$ cat src/rtl/ram_port_arb.sv
// Round-robin arbiter sharing one byte-writable synchronous RAM port between REQ_NUM requesters.
// Define RAM_PORT_ARB_STRICT_PRIO_EN for fixed priority (lowest index wins, no rotating pointer).
`timescale 1ns/1ps
module ram_port_arb #(
  parameter int REQ_NUM    = 4,
  parameter int MEM_DEPTH  = 1024,
  parameter int BYTE_WIDTH = 8,
  parameter int BYTE_NUM   = 4,
  parameter int RD_LATENCY = 1,
  parameter int ADDR_WIDTH = $clog2(MEM_DEPTH),
  parameter int MEM_WIDTH  = BYTE_WIDTH * BYTE_NUM,
  parameter int ID_WIDTH   = $clog2(REQ_NUM)
) (
  input  logic                                 clk_i,
  input  logic                                 rst_i,
  input  logic [REQ_NUM-1:0]                   req_valid_i,
  output logic [REQ_NUM-1:0]                   req_ready_o,
  input  logic [REQ_NUM-1:0][BYTE_NUM-1:0]     req_wr_en_i,
  input  logic [REQ_NUM-1:0][ADDR_WIDTH-1:0]   req_addr_i,
  input  logic [REQ_NUM-1:0][MEM_WIDTH-1:0]    req_data_i,
  output logic [REQ_NUM-1:0]                   rsp_valid_o,
  output logic [MEM_WIDTH-1:0]                 rsp_data_o,
  output logic                                 ram_en_o,
  output logic [BYTE_NUM-1:0]                  ram_wr_en_o,
  output logic [ADDR_WIDTH-1:0]                ram_addr_o,
  output logic [MEM_WIDTH-1:0]                 ram_data_o,
  input  logic [MEM_WIDTH-1:0]                 ram_data_i
);

  logic [ID_WIDTH-1:0]   w_start;
  logic [ID_WIDTH-1:0]   w_cand;
  logic [ID_WIDTH-1:0]   w_win_id;
  logic                  w_found;
  logic                  w_gnt;
  logic                  w_rd;
  logic [ADDR_WIDTH-1:0] r_addr_hold;
  logic [MEM_WIDTH-1:0]  r_data_hold;

  logic [RD_LATENCY-1:0]               r_tag_vld_p;
  logic [RD_LATENCY-1:0][ID_WIDTH-1:0] r_tag_id_p;

`ifdef RAM_PORT_ARB_STRICT_PRIO_EN
  assign w_start = '0;
`else
  logic [ID_WIDTH-1:0] r_prio_ptr;

  assign w_start = r_prio_ptr;

  always_ff @(posedge clk_i) begin
    if (rst_i) begin
      r_prio_ptr <= '0;
    end else if (w_gnt) begin
      r_prio_ptr <= (w_win_id == ID_WIDTH'(REQ_NUM - 1)) ? '0 : w_win_id + 1'b1;
    end
  end
`endif

  // Search upward from the start index, wrapping modulo REQ_NUM.
  always_comb begin
    w_found  = 1'b0;
    w_win_id = '0;
    w_cand   = '0;
    for (int i = 0; i < REQ_NUM; i++) begin
      w_cand = ID_WIDTH'((int'(w_start) + i) % REQ_NUM);
      if (!w_found && req_valid_i[w_cand]) begin
        w_found  = 1'b1;
        w_win_id = w_cand;
      end
    end
  end

  assign w_gnt = w_found & ~rst_i;
  assign w_rd  = w_gnt & ~(|req_wr_en_i[w_win_id]);

  always_comb begin
    req_ready_o = '0;
    if (w_gnt) req_ready_o[w_win_id] = 1'b1;
  end

  assign ram_en_o    = (|req_valid_i) & ~rst_i;
  assign ram_wr_en_o = w_gnt ? req_wr_en_i[w_win_id] : '0;
  assign ram_addr_o  = rst_i ? '0 : (w_gnt ? req_addr_i[w_win_id] : r_addr_hold);
  assign ram_data_o  = rst_i ? '0 : (w_gnt ? req_data_i[w_win_id] : r_data_hold);

  // Idle cycles replay the last granted address/data to avoid needless RAM port toggling.
  always_ff @(posedge clk_i) begin
    if (rst_i) begin
      r_addr_hold <= '0;
      r_data_hold <= '0;
    end else if (w_gnt) begin
      r_addr_hold <= req_addr_i[w_win_id];
      r_data_hold <= req_data_i[w_win_id];
    end
  end

  // Tag pipeline p0..pN: valid is control (reset), id is data (no reset).
  always_ff @(posedge clk_i) begin
    if (rst_i) begin
      r_tag_vld_p <= '0;
    end else begin
      r_tag_vld_p[0] <= w_rd;
      for (int i = 1; i < RD_LATENCY; i++) r_tag_vld_p[i] <= r_tag_vld_p[i-1];
    end
  end

  always_ff @(posedge clk_i) begin
    r_tag_id_p[0] <= w_win_id;
    for (int i = 1; i < RD_LATENCY; i++) r_tag_id_p[i] <= r_tag_id_p[i-1];
  end

  // Last tag stage lines up with ram_data_i; route the strobe to the issuing requester.
  always_comb begin
    rsp_valid_o = '0;
    if (r_tag_vld_p[RD_LATENCY-1] && !rst_i) rsp_valid_o[r_tag_id_p[RD_LATENCY-1]] = 1'b1;
  end

  assign rsp_data_o = ram_data_i;

endmodule

$ cat config.mk
export PLATFORM = sky130hd
export DESIGN_NAME = ram_port_arb
export DESIGN_NICKNAME = d
export VERILOG_FILES = /design/src/rtl/ram_port_arb.sv
export SDC_FILE = /design/constraint.sdc
export NUM_CORES = 1
export LEC_CHECK = 0
export CAP_MARGIN = 20
export CORE_AREA = 5 5 118 120
export DETAILED_ROUTE_END_ITERATION = 10
export DIE_AREA = 0 0 123 125
export GPL_ROUTABILITY_DRIVEN = 0
export HOLD_SLACK_MARGIN = 0.05
export PLACE_DENSITY = 0.71
export SLEW_MARGIN = 20
export SYNTH_ARGS = -nofsm -noshare
export SYNTH_HDL_FRONTEND = slang
export SYNTH_SLANG_ARGS = --single-unit
$ cat constraint.sdc
create_clock -name clk_i -period 2.18 [get_ports clk_i]
set_input_delay 0.436 -clock clk_i [delete_from_list [all_inputs] [get_ports clk_i]]
set_output_delay 0.436 -clock clk_i [all_outputs]
set_load 0.01 [all_outputs]
==> results <==
## power groups by stage
stage	logic (W)	registers (W)	clock network [W]
floorplan	0.000975	0.00109	0
global placement	0.00191	0.00110	0
detailed placement	0.00194	0.00111	0
CTS	0.00221	0.00109	0.000962
global route	0.00267	0.00110	0.000985
finish	0.00250	0.00109	0.000925
## kinds of logic after synthesis
group / synth area share
AOI/OAI and AO/OA: 0.2675
DFF: 0.2882
muxes: 0.03833
buffers and inverters: 0.1418
adders and majority gates: 0.01533
and+or+nand+nor: 0.2488
## what timing repair did
action                     4_1_cts  5_1_grt
setup buffers                   12        5
cloned                           9        8
gates resized for setup        200      107
pin swaps                       11       24
hold buffers                     0        0
setup endpoints to repair       56       52
## state kept, by name, indices dropped and copies added, names as in the netlist
signal and count:
r_tag_id_p 2, r_tag_vld_p 1, r_addr_hold 10, r_data_hold 32, r_prio_ptr 2
## cells in the mapped netlist
cell	count
or2_1	1
and4b_1	1
o22ai_2	1
and2_1	4
buf_2	14
nor4_2	1
nor4bb_1	2
o2bb2ai_1	1
nor2b_1	1
inv_2	1
nand2b_1	2
inv_1	1
o22a_2	1
buf_6	6
and4_1	1
o21a_1	1
a311oi_1	1
o21ai_0	1
mux2i_1	8
nor2_4	1
clkinv_1	1
a211o_1	42
dfxtp_1	47
nand2_4	2
nand2_1	172
a21oi_1	89
a211oi_1	1
nor2_1	6
buf_4	37
ha_1	4
inv_4	1
clkbuf_1	8
mux2_2	4
nor4b_1	1
## how the worst min path moves through the flow
stage | startpoint | end | slack, ns | cells after the start
after floorplan | r_prio_ptr[0] | r_prio_ptr[0] | 0.46 | 2
after global placement | r_data_hold[1] | r_data_hold[1] | 0.44 | 1
after detailed placement | r_addr_hold[7] | r_addr_hold[7] | 0.45 | 1
after CTS | r_data_hold[22] | r_data_hold[22] | 0.46 | 1
after global routing | r_data_hold[22] | r_data_hold[22] | 0.48 | 1
final | r_data_hold[22] | r_data_hold[22] | 0.46 | 1
## per-layer routing
layer | wire length [um] | track usage
met5 | 119 | 0.05263
met2 | 9407 | 0.3818
met3 | 1630 | 0.05420
met4 | 323 | 0.05407
met1 | 6200 | 0.2087
## area by class of cell
class	count	area [sq um]
fill	1199	6210
timing repair buffer	305	3259
multi-input combinational	349	2032
sequential	47	944.7
tap	176	220.2
clock buffer	6	138.9
clock inverter	2	35.03
inverter	4	35.03
## through the flow
stage	hold slack, ns	cell area, sq um	util
2_1_floorplan	0.4624	3273	-
3_3_place_gp	0.4395	5862	0.4553
3_5_place_dp	0.4465	5862	0.4553
4_1_cts	0.4597	6409	0.4978
5_1_grt	0.4787	6665	0.5177
6_report	0.4558	6665	0.5177
## worst max-delay path, delay by kind of cell (launching register included)
kind	cells	cell delay (ns)
multiplexers	3	0.64
buffers and inverters	4	0.49
flip-flops	1	0.38
AND/OR/NAND/NOR	2	0.29
AO/OA/AOI/OAI	1	0.13
==> metrics.md <==
| Metric | Value |
|---|---|
| CP startpoint kind | register |
| Crit-path cells | mux2i_2 > o22ai_2 > nor2_4 > buf_12 > inv_12 > clkbuf_16 > mux2i_1 > mux2_4 > nor2_2 > buf_2 |
| Area grow syn2layout | 104.2% |
| Initial antenna violation count | 0 |
| Avg Vias per Cell | 4.931 |
| Clock buffer depth | 2 |
| Clock sink count | 47 |
| Post-DR wirelength/cell | 19.89 um |
| Maxcap violations | 0 |
| Synth Area per Inst | 7.020 sq um |
| Root Buffer | clkbuf_16 |
| Die height | 125 um |
| Critical path data arrival time | 2.25 ns |
| First-pass GRT wire length | 24.23 mm |
| CP required | 1.74 ns |
| Antenna Nets Post-Route | 0 |
| Vias | 4384 |
| Sequential share of power | 0.242 |
| Final Non-Filler Cells | 889 |
| Htree depth | 2 |
| Clock power frac | 0.205 |
| IR drop worst, VDD | 0.0002951 V |
| Switching share of power | 0.3382 |
| Final worst-path cycle share | 1.232 |
| Final setup viols | 50 |
| Origin of the critical flop-to-flop path | r_prio_ptr[1] |
| DP Wirelength | 12.05 mm |
| Fin Setup TNS | -22.57 ns |
| Path type of the worst min-delay path | register to register |
| Sw power | 0.001527 W |
| Final hold violation count | 0 |
| Seq/Total Area, Yosys | 0.2882 |
| Logic pwr share | 0.553 |
| Grt total ovfl | 0 |
| Least-Margin Pin Slew | 0.2573 ns |
| CTS tree | built |
| # IOs | 309 |
| Vias in the first global route | 4506 |
| Minimum clock period | 2.686 ns |
| Critical R2R Capture | r_tag_vld_p |
| Clock slew at reported path FFs | 0.07 ns |
| Unrepaired setup endpoints after global routing | true |
| Final worst slack | -0.5061 ns |
| Failing checks | setup timing |
| DRT Pass-1 Iters | 4 |
| Flops & latches, synth | 47 |
| Slew headroom | 0.8272 |
| Pin count of the biggest net entering global routing | 38 |
| LEAKAGE | 3.107 nW |
| ANT cells | 0 |
| Most common cell after layout, fill and taps aside | clkdlybuf4s50_1 |
| Core area | 0.01287 sq mm |
| Synth top area share | 0.2882 |
| Synth area leaders | dfxtp_1 29%, nand2_1 20%, a21oi_1 14% |
| CP Capture Point | ram_wr_en_o[0] |
| Drt initial violations | 165 |
| Yosys warning count | 0 |
| Crit path largest cell delay | 0.38 ns |
| PortBufs | 244 |
| Post-Syn Nets | 691 |
| R2R Setup Slk | 0.12 ns |
| # rows | 42 |
| Place WS | -1.086 ns |
| Synth unique cells | 34 |
| Layout Nets | 938 |
| GRT Total Usage | 0.2005 |
| Most frequent cells in the layout | 185 x clkdlybuf4s50_1, 159 x nand2_1, 78 x a21oi_1, 46 x dfxtp_1, 42 x a211o_1 |
| Max Clock Freq | 372.3 MHz |
| Cell Pwr Density | 677.3 mW/mm^2 |
| Status | complete, but fails checks |
| Share of cells above drive strength 1 | 0.2412 |
| Die Span X | 123 um |
| Crit-path slowest cell | dfxtp_4 |
| Final Max Tran Viols | 0 |
| Drc violations | 0 |
| Int Pwr | 0.002988 W |
| Worst clock skew | 0.003483 ns |
| Initial Util | 0.2535 |
| Worst r2r path cells | 9 |
| Crit path max fanout | 9 |
| CP Launch Point | r_prio_ptr[1] |
| Worst-skew pair later-pin latency | 0.29 ns |
| Largest area contributor in the netlist | dfxtp_1 |
| Total die area | 0.01538 sq mm |
| Placed cell count | 850 |
| Cell Area, Synth | 0.003264 sq mm |
| Overall Power | 0.004514 W |
| Post-Synthesis Cells | 465 |
| Crit path kind | register to primary output |
| Crit. End Element | primary output |
| Post-Route WL | 17.68 mm |
| CTS Buf Count | 5 |
No activity file was read; power rests on OpenSTA's default activity.
